### src/rtl/pc_sequencer_if.sv
// Control bus between the multicycle sequencer and the datapath/memory side.
// The sequencer takes the master modport; the datapath and memory take the slave modport.
interface pc_sequencer_if;
    logic [3:0] Opcode;
    logic       MemReady;
    logic       PCWrite;
    logic [1:0] PCSrc;
    logic       Branch;
    logic       bneOrbeq;
    logic       IRWrite;
    logic       MemRead;
    logic       MemWrite;
    logic       AccWrite;
    logic [1:0] AccSrc;
    logic [1:0] ALUOp;
    logic       Halted;
    logic       Fault;

    modport master (
        input  Opcode, MemReady,
        output PCWrite, PCSrc, Branch, bneOrbeq, IRWrite, MemRead, MemWrite,
               AccWrite, AccSrc, ALUOp, Halted, Fault
    );

    modport slave (
        output Opcode, MemReady,
        input  PCWrite, PCSrc, Branch, bneOrbeq, IRWrite, MemRead, MemWrite,
               AccWrite, AccSrc, ALUOp, Halted, Fault
    );
endinterface

### src/rtl/pc_sequencer.sv
// Multicycle control FSM for the 16-bit accumulator processor.
// Sequences fetch, decode, memory access, write-back and PC updates, and
// bounds every memory handshake with a wait counter.
//
// state  | meaning
// RESET  | all outputs low, Fault cleared
// FETCH  | read instruction; PC+2 load on MemReady
// DECODE | latch opcode and dispatch
// MEMRD  | operand read; LOAD writes the accumulator on MemReady
// ALU    | accumulator <= ALU result
// STORE  | memory write until MemReady
// LI     | accumulator <= immediate
// BRANCH | conditional PC load (beq/bne)
// JUMP   | unconditional PC load from jump target
// HALT   | stopped; left only by reset
module pc_sequencer #(
    parameter int MEM_TIMEOUT = 15
) (
    input  logic            CLK,
    input  logic            reset,
    pc_sequencer_if.master  bus
);
    typedef enum logic [3:0] {
        S_RESET, S_FETCH, S_DECODE, S_MEMRD, S_ALU,
        S_STORE, S_LI, S_BRANCH, S_JUMP, S_HALT
    } state_t;

    // 9 bits so a limit of 255 compares cleanly against count + 1
    localparam logic [8:0] LIMIT = 9'(MEM_TIMEOUT);

    state_t     state, state_nx;
    logic [3:0] op_q;
    logic [7:0] wait_cnt;
    logic       fault_q;
    logic       set_fault;
    logic       mem_state;
    logic       timeout;

    assign mem_state = (state == S_FETCH) || (state == S_MEMRD) || (state == S_STORE);
    // Fires in the wait cycle whose increment would bring the count to the limit;
    // a MemReady in that same cycle suppresses it, so the handshake wins.
    assign timeout   = (LIMIT != 9'd0) && mem_state && !bus.MemReady &&
                       (({1'b0, wait_cnt} + 9'd1) == LIMIT);
    assign bus.Fault = fault_q;

    // State register
    always_ff @(posedge CLK or negedge reset) begin
        if (!reset) state <= S_RESET;
        else        state <= state_nx;
    end

    // Opcode latch, loaded only while decoding
    always_ff @(posedge CLK or negedge reset) begin
        if (!reset)                  op_q <= 4'h0;
        else if (state == S_DECODE)  op_q <= bus.Opcode;
    end

    // Memory-wait counter: restarts on every state change, counts stalled cycles
    always_ff @(posedge CLK or negedge reset) begin
        if (!reset)                                         wait_cnt <= 8'd0;
        else if (state_nx != state)                         wait_cnt <= 8'd0;
        else if (mem_state && !bus.MemReady && wait_cnt != 8'hFF) wait_cnt <= wait_cnt + 8'd1;
    end

    // Sticky fault flag, cleared only in RESET
    always_ff @(posedge CLK or negedge reset) begin
        if (!reset)                 fault_q <= 1'b0;
        else if (state == S_RESET)  fault_q <= 1'b0;
        else if (set_fault)         fault_q <= 1'b1;
    end

    // Next-state and output decode
    always_comb begin
        state_nx     = state;
        set_fault    = 1'b0;
        bus.PCWrite  = 1'b0;
        bus.PCSrc    = 2'b00;
        bus.Branch   = 1'b0;
        bus.bneOrbeq = 1'b0;
        bus.IRWrite  = 1'b0;
        bus.MemRead  = 1'b0;
        bus.MemWrite = 1'b0;
        bus.AccWrite = 1'b0;
        bus.AccSrc   = 2'b00;
        bus.ALUOp    = 2'b00;
        bus.Halted   = 1'b0;
        case (state)
            S_RESET: state_nx = S_FETCH;
            S_FETCH: begin
                bus.MemRead = 1'b1;
                bus.IRWrite = 1'b1;
                if (timeout) begin
                    set_fault = 1'b1;
                    state_nx  = S_HALT;
                end else if (bus.MemReady) begin
                    bus.PCWrite = 1'b1;
                    state_nx    = S_DECODE;
                end
            end
            S_DECODE: begin
                case (bus.Opcode)
                    4'h0, 4'h1, 4'h2, 4'h3, 4'h4: state_nx = S_MEMRD;
                    4'h5:                         state_nx = S_STORE;
                    4'h6:                         state_nx = S_LI;
                    4'h7, 4'h8:                   state_nx = S_BRANCH;
                    4'h9:                         state_nx = S_JUMP;
                    4'hF:                         state_nx = S_HALT;
                    default: begin
                        set_fault = 1'b1;
                        state_nx  = S_FETCH;
                    end
                endcase
            end
            S_MEMRD: begin
                bus.MemRead = 1'b1;
                if (timeout) begin
                    set_fault = 1'b1;
                    state_nx  = S_HALT;
                end else if (bus.MemReady) begin
                    if (op_q == 4'h4) begin
                        bus.AccWrite = 1'b1;
                        bus.AccSrc   = 2'b01;
                        state_nx     = S_FETCH;
                    end else begin
                        state_nx = S_ALU;
                    end
                end
            end
            S_ALU: begin
                bus.AccWrite = 1'b1;
                bus.ALUOp    = op_q[1:0];
                state_nx     = S_FETCH;
            end
            S_STORE: begin
                bus.MemWrite = 1'b1;
                if (timeout) begin
                    set_fault = 1'b1;
                    state_nx  = S_HALT;
                end else if (bus.MemReady) begin
                    state_nx = S_FETCH;
                end
            end
            S_LI: begin
                bus.AccWrite = 1'b1;
                bus.AccSrc   = 2'b10;
                state_nx     = S_FETCH;
            end
            S_BRANCH: begin
                bus.Branch   = 1'b1;
                bus.PCSrc    = 2'b01;
                bus.bneOrbeq = (op_q == 4'h7);
                state_nx     = S_FETCH;
            end
            S_JUMP: begin
                bus.PCWrite = 1'b1;
                bus.PCSrc   = 2'b10;
                state_nx    = S_FETCH;
            end
            S_HALT:  bus.Halted = 1'b1;
            default: state_nx = S_RESET;
        endcase
    end
endmodule

### src/flat_wrapper.sv
// flat-port wrapper written by rule: the top's interface ports become plain ports
module pc_sequencer_flat 
#(
    parameter int MEM_TIMEOUT = 15
)
  (CLK, reset, bus_Opcode, bus_MemReady, bus_PCWrite, bus_PCSrc, bus_Branch, bus_bneOrbeq, bus_IRWrite, bus_MemRead, bus_MemWrite, bus_AccWrite, bus_AccSrc, bus_ALUOp, bus_Halted, bus_Fault);
  pc_sequencer_if bus_i ();
  input  logic CLK;
  input  logic reset;
  input wire logic [$bits(bus_i.Opcode)-1:0] bus_Opcode;
  input wire logic [$bits(bus_i.MemReady)-1:0] bus_MemReady;
  output wire logic [$bits(bus_i.PCWrite)-1:0] bus_PCWrite;
  output wire logic [$bits(bus_i.PCSrc)-1:0] bus_PCSrc;
  output wire logic [$bits(bus_i.Branch)-1:0] bus_Branch;
  output wire logic [$bits(bus_i.bneOrbeq)-1:0] bus_bneOrbeq;
  output wire logic [$bits(bus_i.IRWrite)-1:0] bus_IRWrite;
  output wire logic [$bits(bus_i.MemRead)-1:0] bus_MemRead;
  output wire logic [$bits(bus_i.MemWrite)-1:0] bus_MemWrite;
  output wire logic [$bits(bus_i.AccWrite)-1:0] bus_AccWrite;
  output wire logic [$bits(bus_i.AccSrc)-1:0] bus_AccSrc;
  output wire logic [$bits(bus_i.ALUOp)-1:0] bus_ALUOp;
  output wire logic [$bits(bus_i.Halted)-1:0] bus_Halted;
  output wire logic [$bits(bus_i.Fault)-1:0] bus_Fault;
  assign bus_i.Opcode = bus_Opcode;
  assign bus_i.MemReady = bus_MemReady;
  assign bus_PCWrite = bus_i.PCWrite;
  assign bus_PCSrc = bus_i.PCSrc;
  assign bus_Branch = bus_i.Branch;
  assign bus_bneOrbeq = bus_i.bneOrbeq;
  assign bus_IRWrite = bus_i.IRWrite;
  assign bus_MemRead = bus_i.MemRead;
  assign bus_MemWrite = bus_i.MemWrite;
  assign bus_AccWrite = bus_i.AccWrite;
  assign bus_AccSrc = bus_i.AccSrc;
  assign bus_ALUOp = bus_i.ALUOp;
  assign bus_Halted = bus_i.Halted;
  assign bus_Fault = bus_i.Fault;
  pc_sequencer #(.MEM_TIMEOUT(MEM_TIMEOUT)) u_core (.CLK(CLK), .reset(reset), .bus(bus_i));
endmodule
### config.mk
export PLATFORM = sky130hd
export DESIGN_NAME = pc_sequencer_flat
export DESIGN_NICKNAME = d
export VERILOG_FILES = /design/src/rtl/pc_sequencer_if.sv /design/src/rtl/pc_sequencer.sv /design/src/flat_wrapper.sv
export SDC_FILE = /design/constraint.sdc
export NUM_CORES = 1
export LEC_CHECK = 0
export ABC_AREA = 0
export BUFFER_PORTS_ARGS = -buffer_cell sky130_fd_sc_hd__buf_2
export CAP_MARGIN = 20
export CORE_UTILIZATION = 50
export CTS_BUF_LIST = sky130_fd_sc_hd__clkbuf_8
export DETAILED_ROUTE_END_ITERATION = 8
export PLACE_DENSITY = 0.72
export SLEW_MARGIN = 20
export SYNTH_ARGS = -nofsm -noshare
export SYNTH_HDL_FRONTEND = slang
export SYNTH_SLANG_ARGS = --single-unit
### constraint.sdc
create_clock -name CLK -period 2.4 [get_ports CLK]
set_input_delay 0.48 -clock CLK [delete_from_list [all_inputs] [get_ports CLK]]
set_output_delay 0.48 -clock CLK [all_outputs]
set_load 0.02 [all_outputs]
==> metrics <==
reg2reg end u_core.wait_cnt[0]$_DFFE_PN0P_; Max-Cap Viols 0; syn nets 172; Hold Buf Count CTS 0; vias in the first global route 1,134; clock sink total 17; Ports 22; Overall Power 1.55 mW; total number of vias 1,293; CP most frequent cell buf_4; Rows 18; most common cell in the netlist nor2_1; Placer Congestion 0.970; RSZ-0062 raised after global routing false; Peak VDD IR 718 µV; Seq pwr share 30.0%; Area after DPL 1540 µm²; # diodes 0; GRT overflow 0; total setup buffers inserted after CTS 0; largest net degree at the start of global routing 18; root buf cell clkbuf_8; Die Span X 55.2 µm; global-route wire length before repair 5150 µm; Tmin final 2.14 ns; Yosys reg bits 17; Final Net Count 193; Post-DRT Antenna Nets 0; sequential fraction of the synthesis area 30.1%; Fin. Hold Viols 0; CTS H-tree depth 1; sw frac 46.9%; worst path cell trace buf_4 > nand2b_1 > buf_4 > nor3b_1 > buf_2; TritonCTS clock tree yes; Clock Latency Late Sink 0.26 ns; Req. time, crit path 1.92 ns; FMAX 0.468 GHz; post-cts sizing count 0; largest area contributor in the netlist dfrtp_1; top-area cell type share of the netlist area 30.1%; Filler Cell Count 225; die height 55.2 µm; full die area 3040 µm²; initial DRC count 50; setup_tns 0 ns; synth unique cells 54; post-synthesis cell area 1410 µm²; clk slew on worst S/H paths 0.07 ns; top cells by area, synth dfrtp_1 30%, nor2_1 5.3%, nor3_1 5.3%, xnor2_1 5.0%, mux2_2 4.0%; Finished Cell Area 1580 µm²; CTS Buffer Depth 2; Post-Syn Instances 163; Num CTS Buffers 3; max incr delay on CP 0.56 ns; Slew @ Worst Pin 0.543 ns; share of cells above drive strength 1 26.2%; final max-slew violation count 0; syn avg cell area 8.67 µm²; crit share post-route 89.0%; crit path max fanout 11; Crit path arrival time 1.66 ns; Lkg Pwr 0.682 nW; worst min path class primary input to async pin; flop2flop setup slack 0.30 ns; Psw 0.727 mW; CP max-delay cell dfrtp_1; GRT Overall Usage 24.2%; top post-synthesis cells by count 20 x nor2_1, 17 x dfrtp_1, 15 x nor3_1, 10 x nand3_1, 9 x nand2_1; R2R Path Start u_core.wait_cnt[1]$_DFFE_PN0P_; ys async rst share 100%; ys flop type dfrtp_1; core area 2570 µm²; # setup viols final 0; # DRC 0; Int Power 0.822 mW; WS Path Type flip-flop to output pin; PwrDens 980 nW/µm²; wire per inst 14.8 µm; Routed Wire Length 3160 µm; Fin Clk Skew 0.00309 ns; initial core utilization 55.0%; P&R area growth vs syn 11.9%; initial antenna violation count 0; DRT Pass-1 Iters 4; Via-to-Cell Ratio 6.07; Worst R2R Path Depth 6; Critical Path End Type output pin; Synthesis Warnings 0; Gate power share 55.8%; Setup crit start kind flip-flop; clock power share 14.1%; Slew headroom 63.8%; Post-synth EDFFs 0; HPWL after DPL 2390 µm; status finished, final reports clean; port bufs 21
==> worst max-delay path, delay by kind of cell (launching register included) <==
kind,cells,cell delay (ns)
and+or+nand+nor,2,0.26
DFF,1,0.56
buffers and inverters,3,0.58
==> layout make-up <==
type	instances	area, µm²	area share, %
multi-input cells	132	911	57.6
flip-flops and latches	17	425	26.9
repair buffers	27	150	9.50
clock buffers	3	41.3	2.61
well taps	30	37.5	2.38
inverters	3	11.3	0.713
clock inverters	1	3.75	0.238
==> layer usage <==
| metal | share of wire, % | up-vias | wire length (µm) | global-route usage [%] |
|---|---|---|---|---|
| li1 | - | 628 | - | - |
| met1 | 47 | 614 | 1490 | 34.1 |
| met2 | 46 | 44 | 1450 | 37.3 |
| met3 | 5.0 | 7 | 159 | 2.46 |
| met4 | 1.9 | 0 | 59 | 10.4 |
| met5 | 0 | - | 0 | 0 |
==> cells by family (layout without fill, tap and decap cells) <==
family	Yosys count	after routing	share of synthesized area [%]
mux	7	7	5.40
buf+inv	14	34	5.85
xor+xnor	10	10	6.20
flops	17	17	30.1
simple gates	82	82	32.4
fa+ha+maj	2	2	1.77
compound gates	31	31	18.2
==> cells in the final DEF, fill, tap and decap left out, drive strengths merged, types with 2 or more instances in the layout <==
cell type	count
xor2	2
mux2i	2
and4	3
xnor2	8
ha	2
nor2	21
nand2b	4
o21ai	7
nor3	15
a211oi	2
nand2	10
mux2	5
clkbuf	3
inv	4
nor2b	6
nand3	10
dfrtp	17
a21oi	8
and2	2
buf	27
o21bai	2
nor4	2
==> flip-flops by register name, indices dropped and copies added (netlist names) <==
name,cells
u_core.bus.Fault,1
u_core.state,4
u_core.wait_cnt,8
u_core.op_q,4
==> worst max-delay path by stage <==
stage                                         startpoint                        endpoint  slack [ns]  depth (start not counted)
after global placement    u_core.wait_cnt[0]$_DFFE_PN0P_  u_core.wait_cnt[7]$_DFFE_PN0P_        0.37                          8
after floorplan                u_core.state[0]$_DFF_PN0_                    bus_AccWrite        0.17                          5
after global routing      u_core.wait_cnt[1]$_DFFE_PN0P_  u_core.wait_cnt[3]$_DFFE_PN0P_        0.14                          8
after CTS                      u_core.state[2]$_DFF_PN0_                   bus_AccSrc[1]        0.26                          5
final                          u_core.state[2]$_DFF_PN0_                   bus_AccSrc[1]        0.26                          5
after detailed placement  u_core.wait_cnt[1]$_DFFE_PN0P_  u_core.wait_cnt[3]$_DFFE_PN0P_        0.31                          6
==> through the flow <==
step	util (%)	instances	setup WS [ns]	hold WS, ns
final	61.5	213	0.263	0.146
after global routing	61.5	213	0.136	0.173
after CTS	61.5	213	0.262	0.153
after detailed placement	59.8	209	0.312	0.434
after global placement	59.8	209	0.374	0.432
after floorplan	-	163	0.174	0.184
==> power groups by stage <==
stage / combinational (mW) / clock, mW / sequential, mW
floorplan: 0.701 / 0 / 0.420
global placement: 0.843 / 0 / 0.465
detailed placement: 0.865 / 0 / 0.470
CTS: 0.868 / 0.226 / 0.465
global route: 0.950 / 0.236 / 0.477
finish: 0.865 / 0.219 / 0.465
No activity file was read; power rests on OpenSTA's default activity.
